$ cat config.mk
export PLATFORM = sky130hd
export DESIGN_NAME = vga_timing_gen
export DESIGN_NICKNAME = d
export VERILOG_FILES = /design/src/rtl/vga_timing_gen.sv
export SDC_FILE = /design/constraint.sdc
export NUM_CORES = 1
export LEC_CHECK = 0
export ABC_AREA = 1
export BUFFER_PORTS_ARGS = -buffer_cell sky130_fd_sc_hd__buf_4
export CAP_MARGIN = 20
export CORE_MARGIN = 4
export CORE_UTILIZATION = 50
export CTS_CLUSTER_SIZE = 10
export DETAILED_ROUTE_END_ITERATION = 8
export PLACE_DENSITY = 0.72
export SYNTH_ARGS = -nofsm -noshare
export SYNTH_HDL_FRONTEND = slang
export SYNTH_SLANG_ARGS = --single-unit
$ cat constraint.sdc
create_clock -name i_clk -period 2.12 [get_ports i_clk]
set_input_delay 0.106 -clock i_clk [delete_from_list [all_inputs] [get_ports i_clk]]
set_output_delay 0.106 -clock i_clk [all_outputs]
set_load 0.005 [all_outputs]
$ cat src/rtl/vga_timing_gen.sv
// Raster timing generator: pixel coordinates, visible flag, sync pulses and
// line/frame strobes, all registered and advanced by a pixel clock-enable.
module vga_timing_gen #(
    parameter int H_VISIBLE = 640,
    parameter int H_FRONT   = 16,
    parameter int H_SYNC    = 96,
    parameter int H_BACK    = 48,
    parameter int V_VISIBLE = 480,
    parameter int V_FRONT   = 10,
    parameter int V_SYNC    = 2,
    parameter int V_BACK    = 33,
    parameter bit HSYNC_POL = 1'b0,
    parameter bit VSYNC_POL = 1'b0
) (
    input  logic       i_clk,
    input  logic       i_reset,
    input  logic       i_pix_ce,
    output logic [9:0] o_pixel_x,
    output logic [9:0] o_pixel_y,
    output logic       o_visible_area,
    output logic       o_hsync,
    output logic       o_vsync,
    output logic       o_line_start,
    output logic       o_frame_start
);

    localparam int H_TOTAL = H_VISIBLE + H_FRONT + H_SYNC + H_BACK;
    localparam int V_TOTAL = V_VISIBLE + V_FRONT + V_SYNC + V_BACK;

    localparam logic [9:0] X_LAST   = 10'(H_TOTAL - 1);
    localparam logic [9:0] Y_LAST   = 10'(V_TOTAL - 1);
    localparam logic [9:0] X_VIS    = 10'(H_VISIBLE);
    localparam logic [9:0] Y_VIS    = 10'(V_VISIBLE);
    localparam logic [9:0] HS_START = 10'(H_VISIBLE + H_FRONT);
    localparam logic [9:0] HS_END   = 10'(H_VISIBLE + H_FRONT + H_SYNC);
    localparam logic [9:0] VS_START = 10'(V_VISIBLE + V_FRONT);
    localparam logic [9:0] VS_END   = 10'(V_VISIBLE + V_FRONT + V_SYNC);

    logic [9:0] x_nxt;
    logic [9:0] y_nxt;

    always_comb begin
        x_nxt = o_pixel_x + 10'd1;
        y_nxt = o_pixel_y;
        if (o_pixel_x == X_LAST) begin
            x_nxt = '0;
            y_nxt = (o_pixel_y == Y_LAST) ? '0 : o_pixel_y + 10'd1;
        end
    end

    // Coordinate registers double as the counters; every decoded output is
    // computed from the next position so all outputs describe the same pixel.
    always_ff @(posedge i_clk) begin
        if (i_reset) begin
            o_pixel_x      <= X_LAST;
            o_pixel_y      <= Y_LAST;
            o_visible_area <= 1'b0;
            o_hsync        <= !HSYNC_POL;
            o_vsync        <= !VSYNC_POL;
            o_line_start   <= 1'b0;
            o_frame_start  <= 1'b0;
        end else begin
            o_line_start  <= 1'b0;
            o_frame_start <= 1'b0;
            if (i_pix_ce) begin
                o_pixel_x      <= x_nxt;
                o_pixel_y      <= y_nxt;
                o_visible_area <= (x_nxt < X_VIS) && (y_nxt < Y_VIS);
                o_hsync        <= ((x_nxt >= HS_START) && (x_nxt < HS_END)) ? HSYNC_POL : !HSYNC_POL;
                o_vsync        <= ((y_nxt >= VS_START) && (y_nxt < VS_END)) ? VSYNC_POL : !VSYNC_POL;
                o_line_start   <= (x_nxt == '0);
                o_frame_start  <= (x_nxt == '0) && (y_nxt == '0);
            end
        end
    end

endmodule

=== Word level (Yosys, flattened, before mapping) ===
Cells that the tools add are included.

* Register bits: 25
* Bits of input ports: 3
* Output and inout bits: 25

* Add/subtract/negate cells: 2
* $lt $le $gt $ge: 6
* Equality and inequality tests: 2
* Mux-type cells: 5
* Bitwise logic cells: 1
* Reductions and logical operators: 7

{| class="wikitable"
|+ Operators by type and width
! kind !! number
|-
| 10-bit 2-to-1 mux || 3
|-
| 10-bit by 1-bit adder with 10-bit output, second input constant || 2
|-
| 10-bit == test, second input constant || 2
|-
| 10-bit zero test || 2
|-
| 10-bit < comparator, second input constant || 2
|-
| 10-bit by 9-bit < comparator with 1-bit output, second input constant || 2
|-
| 10-bit greater-or-equal comparator, second input constant || 1
|-
| 10-bit by 9-bit greater-or-equal comparator with 1-bit output, second input constant || 1
|-
| 1-bit logical AND || 4
|-
| 1-bit 2-to-1 mux || 2
|-
| 2-bit OR reduction || 1
|-
| 1-bit NOT || 1
|}

=== Longest topological paths before layout ===
Gate-level depths: netlist (run 1).

* Depth in word-level cells: 6
* Depth in mapped cells: 13
* Gate-level depth less buffers: 13

=== Least setup slack after synthesis (run 1) ===
No wires, ideal clock.

* Path type: register -> register
* From: register o_pixel_x[0]
* To: register o_vsync
* Setup time: 0.115 ns
* Data arrival time: 1.586 ns
* Setup slack: 0.419 ns
* Stages on the path, launching flop included: 14
* Buffers on the path: 1
* Cells stage by stage: dfxtp_1 > ha_1 > nand2_2 > nor2_8 > inv_4 > nor2_8 > buf_8 > nor2_2 > a21oi_2 > nand2_1 > nor2_1 > nand3b_1 > nand2_1 > nand2_1

* Longest elaborated chain between the ends: 5

{| class="wikitable"
|+ Ends and longest elaborated chain
! what !! line !! text
|-
| start, declared || 18 || <nowiki>output logic [9:0] o_pixel_x,</nowiki>
|-
| start signal, assigned || 66 || <nowiki>o_pixel_x <= x_nxt;</nowiki>
|-
| 10-bit == test * || 45 || <nowiki>if (o_pixel_x == X_LAST) begin</nowiki>
|-
| 10-bit 2-to-1 mux * || 45 ||
|-
| 10-bit by 9-bit greater-or-equal comparator with 1-bit output or 10-bit by 9-bit < comparator with 1-bit output (tied branches) || 70 || <nowiki>o_vsync <= ((y_nxt >= VS_START) && (y_nxt < VS_END)) ? VSYNC_POL : !VSYNC_POL;</nowiki>
|-
| 1-bit logical AND * || 70 ||
|-
| 1-bit 2-to-1 mux * || 70 ||
|-
| end signal, assigned || 59 || <nowiki>o_vsync <= !VSYNC_POL;</nowiki>
|-
| end signal, assigned || 70 ||
|-
| end, declared || 22 || <nowiki>output logic o_vsync,</nowiki>
|}

Every way passes the cells marked *; elsewhere a longest branch is shown, timed or not.
A chain may end at the register's enable or synchronous reset.

=== Worst setup path in the final report (run 1) ===
* From: register o_pixel_x[1]
* To: register o_vsync

Same word-level chain as after synthesis.

==> results of run 1 <==
## worst reg2reg max path, cell delays in order (launching register included)
cell and delay, ps:
dfxtp_1 400, ha_1 210, nand2_2 120, nor2_8 170, inv_4 60, nor2_8 230
nand3_1 140, nand2_1 130, nand2_1 90, nor2_1 140, nand3b_1 90, nand2_1 60
nand2_1 40
## cell usage in the layout (no fill, tap or decap), drive strengths merged, types with 3 or more instances in the layout
cell type,instances
a21oi,20
buf,30
clkbuf,3
dfxtp,25
ha,3
inv,35
nand2,77
nand3,24
nand4,6
nor2,29
o211ai,3
o21ai,20
## cell type report
type / instances / area, um^2
Fill cell: 339 / 1200
Multi-Input combinational cell: 192 / 960
Sequential cell: 25 / 502
Timing Repair Buffer: 30 / 225
Inverter: 35 / 134
Tap cell: 44 / 55.1
Clock buffer: 3 / 22.5
Clock inverter: 1 / 7.51
## sequential cells by signal, summed over array words and instances (netlist names)
register,cells
o_pixel_x,10
o_pixel_y,10
o_frame_start,1
o_hsync,1
o_line_start,1
o_visible_area,1
o_vsync,1
## where the power goes
part	total [mW]	switching (mW)	leakage (nW)	internal [mW]
clock network	0.226	0.154	0.0139	0.0722
logic	0.354	0.215	0.784	0.139
registers	0.550	0.0467	0.206	0.503
## timing repair
item	4_1_cts	5_1_grt
gates resized for setup	0	1
hold buffers	0	0
setup endpoints to repair	0	1
setup buffers	0	0
hold endpoints to repair	0	0
## metal layers
| metal | GRT usage (%) | wire (um) | up-vias | share of wire, % |
|---|---|---|---|---|
| met5 | 0 | 0 | - | 0 |
| met4 | 6.22 | 37 | 0 | 0.90 |
| met3 | 4.27 | 238 | 4 | 5.8 |
| met2 | 31.5 | 1900 | 43 | 46 |
| met1 | 27.9 | 1940 | 786 | 47 |
| li1 | - | - | 896 | - |
## kinds of logic after synthesis
| family | synth area share (%) |
|---|---|
| AND/OR/NAND/NOR | 39.0 |
| AO/OA/AOI/OAI | 16.5 |
| buffers and inverters | 11.2 |
| flip-flops | 30.4 |
| adder cells (fa/ha/maj) | 2.28 |
| XOR/XNOR | 0.533 |
## how the worst max path moves through the flow
stage / startpoint / endpoint / slack (ps) / cells past startpoint
2_1_floorplan: o_pixel_x[0] / o_vsync / 420 / 13
3_5_place_dp: o_pixel_x[0] / o_vsync / 170 / 12
6_report: o_pixel_x[1] / o_vsync / 190 / 12
5_1_grt: o_pixel_x[1] / o_vsync / 1 / 12
3_3_place_gp: o_pixel_x[0] / o_vsync / 240 / 12
4_1_cts: o_pixel_x[0] / o_vsync / 160 / 12
## through the flow
stage,setup WS [ps],hold WS [ps]
floorplan,419,285
global placement,240,429
detailed placement,169,425
CTS,158,56.7
global route,0.997,70.6
finish,193,56.1
==> results.cfg, run 1 <==
[run_status]
outcome = complete, no violations

[sta]
rsz0062_at_grt = false
skew_ps = 17.3
tns_ps = 0
min_period_ps = 1930
relSlewSlack_pct = 65.0
worstMarginPinSlew_ps = 524
hold_viol = 0
final-setup-viol-count = 0
post-route-period-util_pct = 90.9
drv_slew = 0
timing.fmax_mhz = 519

[worst_setup_path]
setup.worst_path.start_class = flop
crit_slowest_cell = dfxtp_1
crit_buf_inv = 1
critPathMaxStageDelay_ps = 400
r2r-end = o_vsync
arrival_ps = 2180
reg2regPathDepth = 12
crit_type = flop to flop
r2r_slack_ps = 190
regToRegStartpoint = o_pixel_x[1]
cpLargestDelayFamily = simple AND/OR/NAND/NOR gates
cp-end-kind = flop
crit_required_ps = 2370
crit_fanout = 14
critPathMostFrequentCell = nand2_1
path_cells = ha_1 -> nand2_2 -> nor2_8 -> inv_4 -> nor2_8 -> nand3_1 -> nand2_1 -> nand2_1 -> nor2_1 -> nand3b_1 -> nand2_1 -> nand2_1

[placed_design]
hpwlAfterDp_um = 3100
gp_congestion = 0.908
dp_cells = 326
numPortBuffers = 27
dpl-instance-area_um2 = 1870

[synth]
synth_cells = 260
ys_types = 30
yosysTopAreaCell = dfxtp_1
ys_ff_latch = 25
synth_top_cell_area_share_pct = 30.4
async_flop_share_pct = 0
synthTopCellsByArea = dfxtp_1 (30%), nand2_1 (17%), inv_1 (7.5%)
synth_area_um2 = 1640
netlist_top_cells_count = nand2_1 (75), inv_1 (33), dfxtp_1 (25), nor2_1 (25)
synth_most_common_cell = nand2_1
yosys_most_used_dff = dfxtp_1
synth_edf_count = 0
synth_seq_area_share_pct = 30.4
ys.warnings.count = 0
synth_fp_nets = 266
avgSynthCellArea_um2 = 6.32

[floorplanning]
die_area_um2 = 4270
rows = 20
num_io_pins = 28
initial_utilization_pct = 53.0
core_area_um2 = 3100
fp.dieW_um = 65.3
die_y_um = 65.3

[finish]
layout-drive-gt1-share_pct = 17.5
diodes = 0
stdcell_count = 330
area_delta_synth_final_pct = 15.9
finalCoreUtilization_pct = 61.4
fin_area_um2 = 1910
fin_nets = 293

[route]
wl_per_cell_um = 12.5
finalWirelength_um = 4120
ant_nets = 0
drc = 0
dr.pass1.iters = 4
vias = 1729
routed_via_density = 5.24
drt-initial-drc-count = 104

[clock_tree]
cts_buffers = 3
clock_latency_ps = 330
clk_path_buf_depth = 2
clock_sinks = 25
root_buffer = clkbuf_4
htree_levels = 1
cts_tree = built
clk_pin_slew_ps = 160

[grt]
grt_pass1_wl_um = 6880
grt-ovfl-total = 0
track_usage_pct = 20.2
grt_pass1_vias = 1522
grt_start_max_net_pins = 20
antenna_found_initial = 0

[power_and_ir_drop]
peakVddDrop_mv = 0.484
p_leak_nw = 1.00
p_per_area_nw_per_um2 = 593
total_power_mw = 1.13

[hold_path]
hold_class = input port to flop
min_from = i_pix_ce
hold_depth = 2
holdPathEnd = o_pixel_x[6]

[job]
maxCapViolations = 0
Note: power is estimated with default switching activity, not from simulation.
==> run 2, diff against run 1 <==
Settings changed: PLACE_DENSITY 0.72 to not set, PLACE_DENSITY_LB_ADDON set to 0.08, SKIP_LAST_GASP set to 1.
==> results.cfg, run 2 (synthesized netlist as in run 1, its figures left out) <==
[sta]
final-setup-viol-count = 0
post-route-period-util_pct = 91.2
tns_ps = 0
hold_viol = 0
timing.fmax_mhz = 517
drv_slew = 0
skew_ps = 1.51
rsz0062_at_grt = false
worstMarginPinSlew_ps = 476
min_period_ps = 1930
relSlewSlack_pct = 68.2

[power_and_ir_drop]
comb_power_share_pct = 31.4
sequentialPowerShare_pct = 48.4
power.switching_uw = 416
clkPwrFrac_pct = 20.2
peakVddDrop_mv = 0.305
total_power_mw = 1.13
p_int_uw = 714
p_leak_nw = 1.00
p_per_area_nw_per_um2 = 593
switching_share_pct = 36.8

[clock_tree]
clk_path_buf_depth = 2
ctsHoldBuffers = 0
cts_buffers = 3
htree_levels = 1
clock_latency_ps = 330
clk_pin_slew_ps = 150
post_cts_buffers = 0
clock_sinks = 25
cts_resized = 0
cts_tree = built
root_buffer = clkbuf_4

[grt]
grt-ovfl-total = 0
grt_pass1_vias = 1504
grt_pass1_wl_um = 6800
grt_start_max_net_pins = 19
antenna_found_initial = 0
track_usage_pct = 20.0

[finish]
final_common_cell = nand2_1
area_delta_synth_final_pct = 15.8
layout_common_cells = nand2_1 (75), inv_1 (33), buf_4 (30)
layout-drive-gt1-share_pct = 17.1
fin_nets = 293
top_regs = o_pixel_x x10, o_pixel_y x10
diodes = 0

[worst_setup_path]
path_cells = ha_1 -> nand2_2 -> nor2_8 -> inv_4 -> nor2_8 -> nand3_1 -> nand2_1 -> nand2_1 -> nor2_1 -> nand3b_1 -> nand2_1 -> nand2_1
crit_slowest_cell = dfxtp_1
crit_type = flop to flop
setup.worst_path.start_class = flop
critPathMaxStageDelay_ps = 420
r2r_slack_ps = 190
cpLargestDelayFamily = simple AND/OR/NAND/NOR gates
critPathMostFrequentCell = nand2_1
crit_required_ps = 2360
cp-end-kind = flop
crit_fanout = 14
arrival_ps = 2180
crit_buf_inv = 1

[floorplanning]
num_io_pins = 28
fp.dieW_um = 65.3
die_y_um = 65.3
die_area_um2 = 4270
initial_utilization_pct = 53.0
core_area_um2 = 3100
rows = 20

[placed_design]
hpwlAfterDp_um = 2950
numPortBuffers = 27
gp_congestion = 0.936

[route]
dr.pass1.iters = 4
vias = 1676
drt-initial-drc-count = 150
drc = 0
wl_per_cell_um = 11.9
routed_via_density = 5.08
finalWirelength_um = 3940
ant_nets = 0

[job]
maxCapViolations = 0

[hold_path]
hold_class = input port to flop

[run_status]
outcome = complete, no violations
-- run 2: changes by cell type in the layout (fill, tap and decap cells not counted) --
| cell | previous run | this run |
|---|---|---|
| dfxtp_1 | 24 | 25 |
| dfxtp_2 | 1 | 0 |
-- run 2: per-layer routing --
layer	part of all wire (%)	global-route usage [%]
met5	0	0
met3	4.1	2.56
met2	42	30.7
met4	1.2	7.51
met1	52	28.3
-- run 2: area by class of cell --
| class | count | area [um^2] |
|---|---|---|
| timing repair buffer | 30 | 225 |
| inverter | 35 | 134 |
| tap | 44 | 55.1 |
| sequential | 25 | 500 |
| multi-input combinational | 192 | 960 |
| fill | 320 | 1200 |
| clock buffer | 3 | 22.5 |
| clock inverter | 1 | 7.51 |
-- run 2: final timing paths --
check,from,endpoint,depth (start not counted)
worst max-delay path,o_pixel_x[0],o_vsync,12
worst min register to register,o_visible_area,o_visible_area,2
worst min-delay path,i_pix_ce,o_pixel_x[6],2
worst max register to register,o_pixel_x[0],o_vsync,12
-- run 2: worst register-to-register path, delay by kind of cell, from the launching register on --
family / cells / cell delay, ps
DFF: 1 / 420
adders and majority gates: 1 / 200
and+or+nand+nor: 10 / 1160
buffers and inverters: 1 / 60
-- run 2: stage by stage --
step / cells / area [um^2] / hold slack, ps / worst slack (ps) / utilization [%]
6_report: 330 / 1900 / 79.8 / 187 / 61.4
3_5_place_dp: 326 / 1870 / 438 / 223 / 60.4
3_3_place_gp: 326 / 1870 / 436 / 270 / 60.4
4_1_cts: 330 / 1900 / 64.0 / 205 / 61.4
5_1_grt: 330 / 1900 / 76.0 / 9.65 / 61.4
2_1_floorplan: 260 / 1640 / 285 / 419 / -
-- run 2: power groups by stage --
| stage | combinational [mW] | clock, mW | sequential [mW] |
|---|---|---|---|
| 2_1_floorplan | 0.251 | 0 | 0.555 |
| 3_5_place_dp | 0.353 | 0 | 0.557 |
| 4_1_cts | 0.355 | 0.238 | 0.547 |
| 3_3_place_gp | 0.353 | 0 | 0.557 |
| 5_1_grt | 0.405 | 0.257 | 0.555 |
| 6_report | 0.355 | 0.228 | 0.547 |
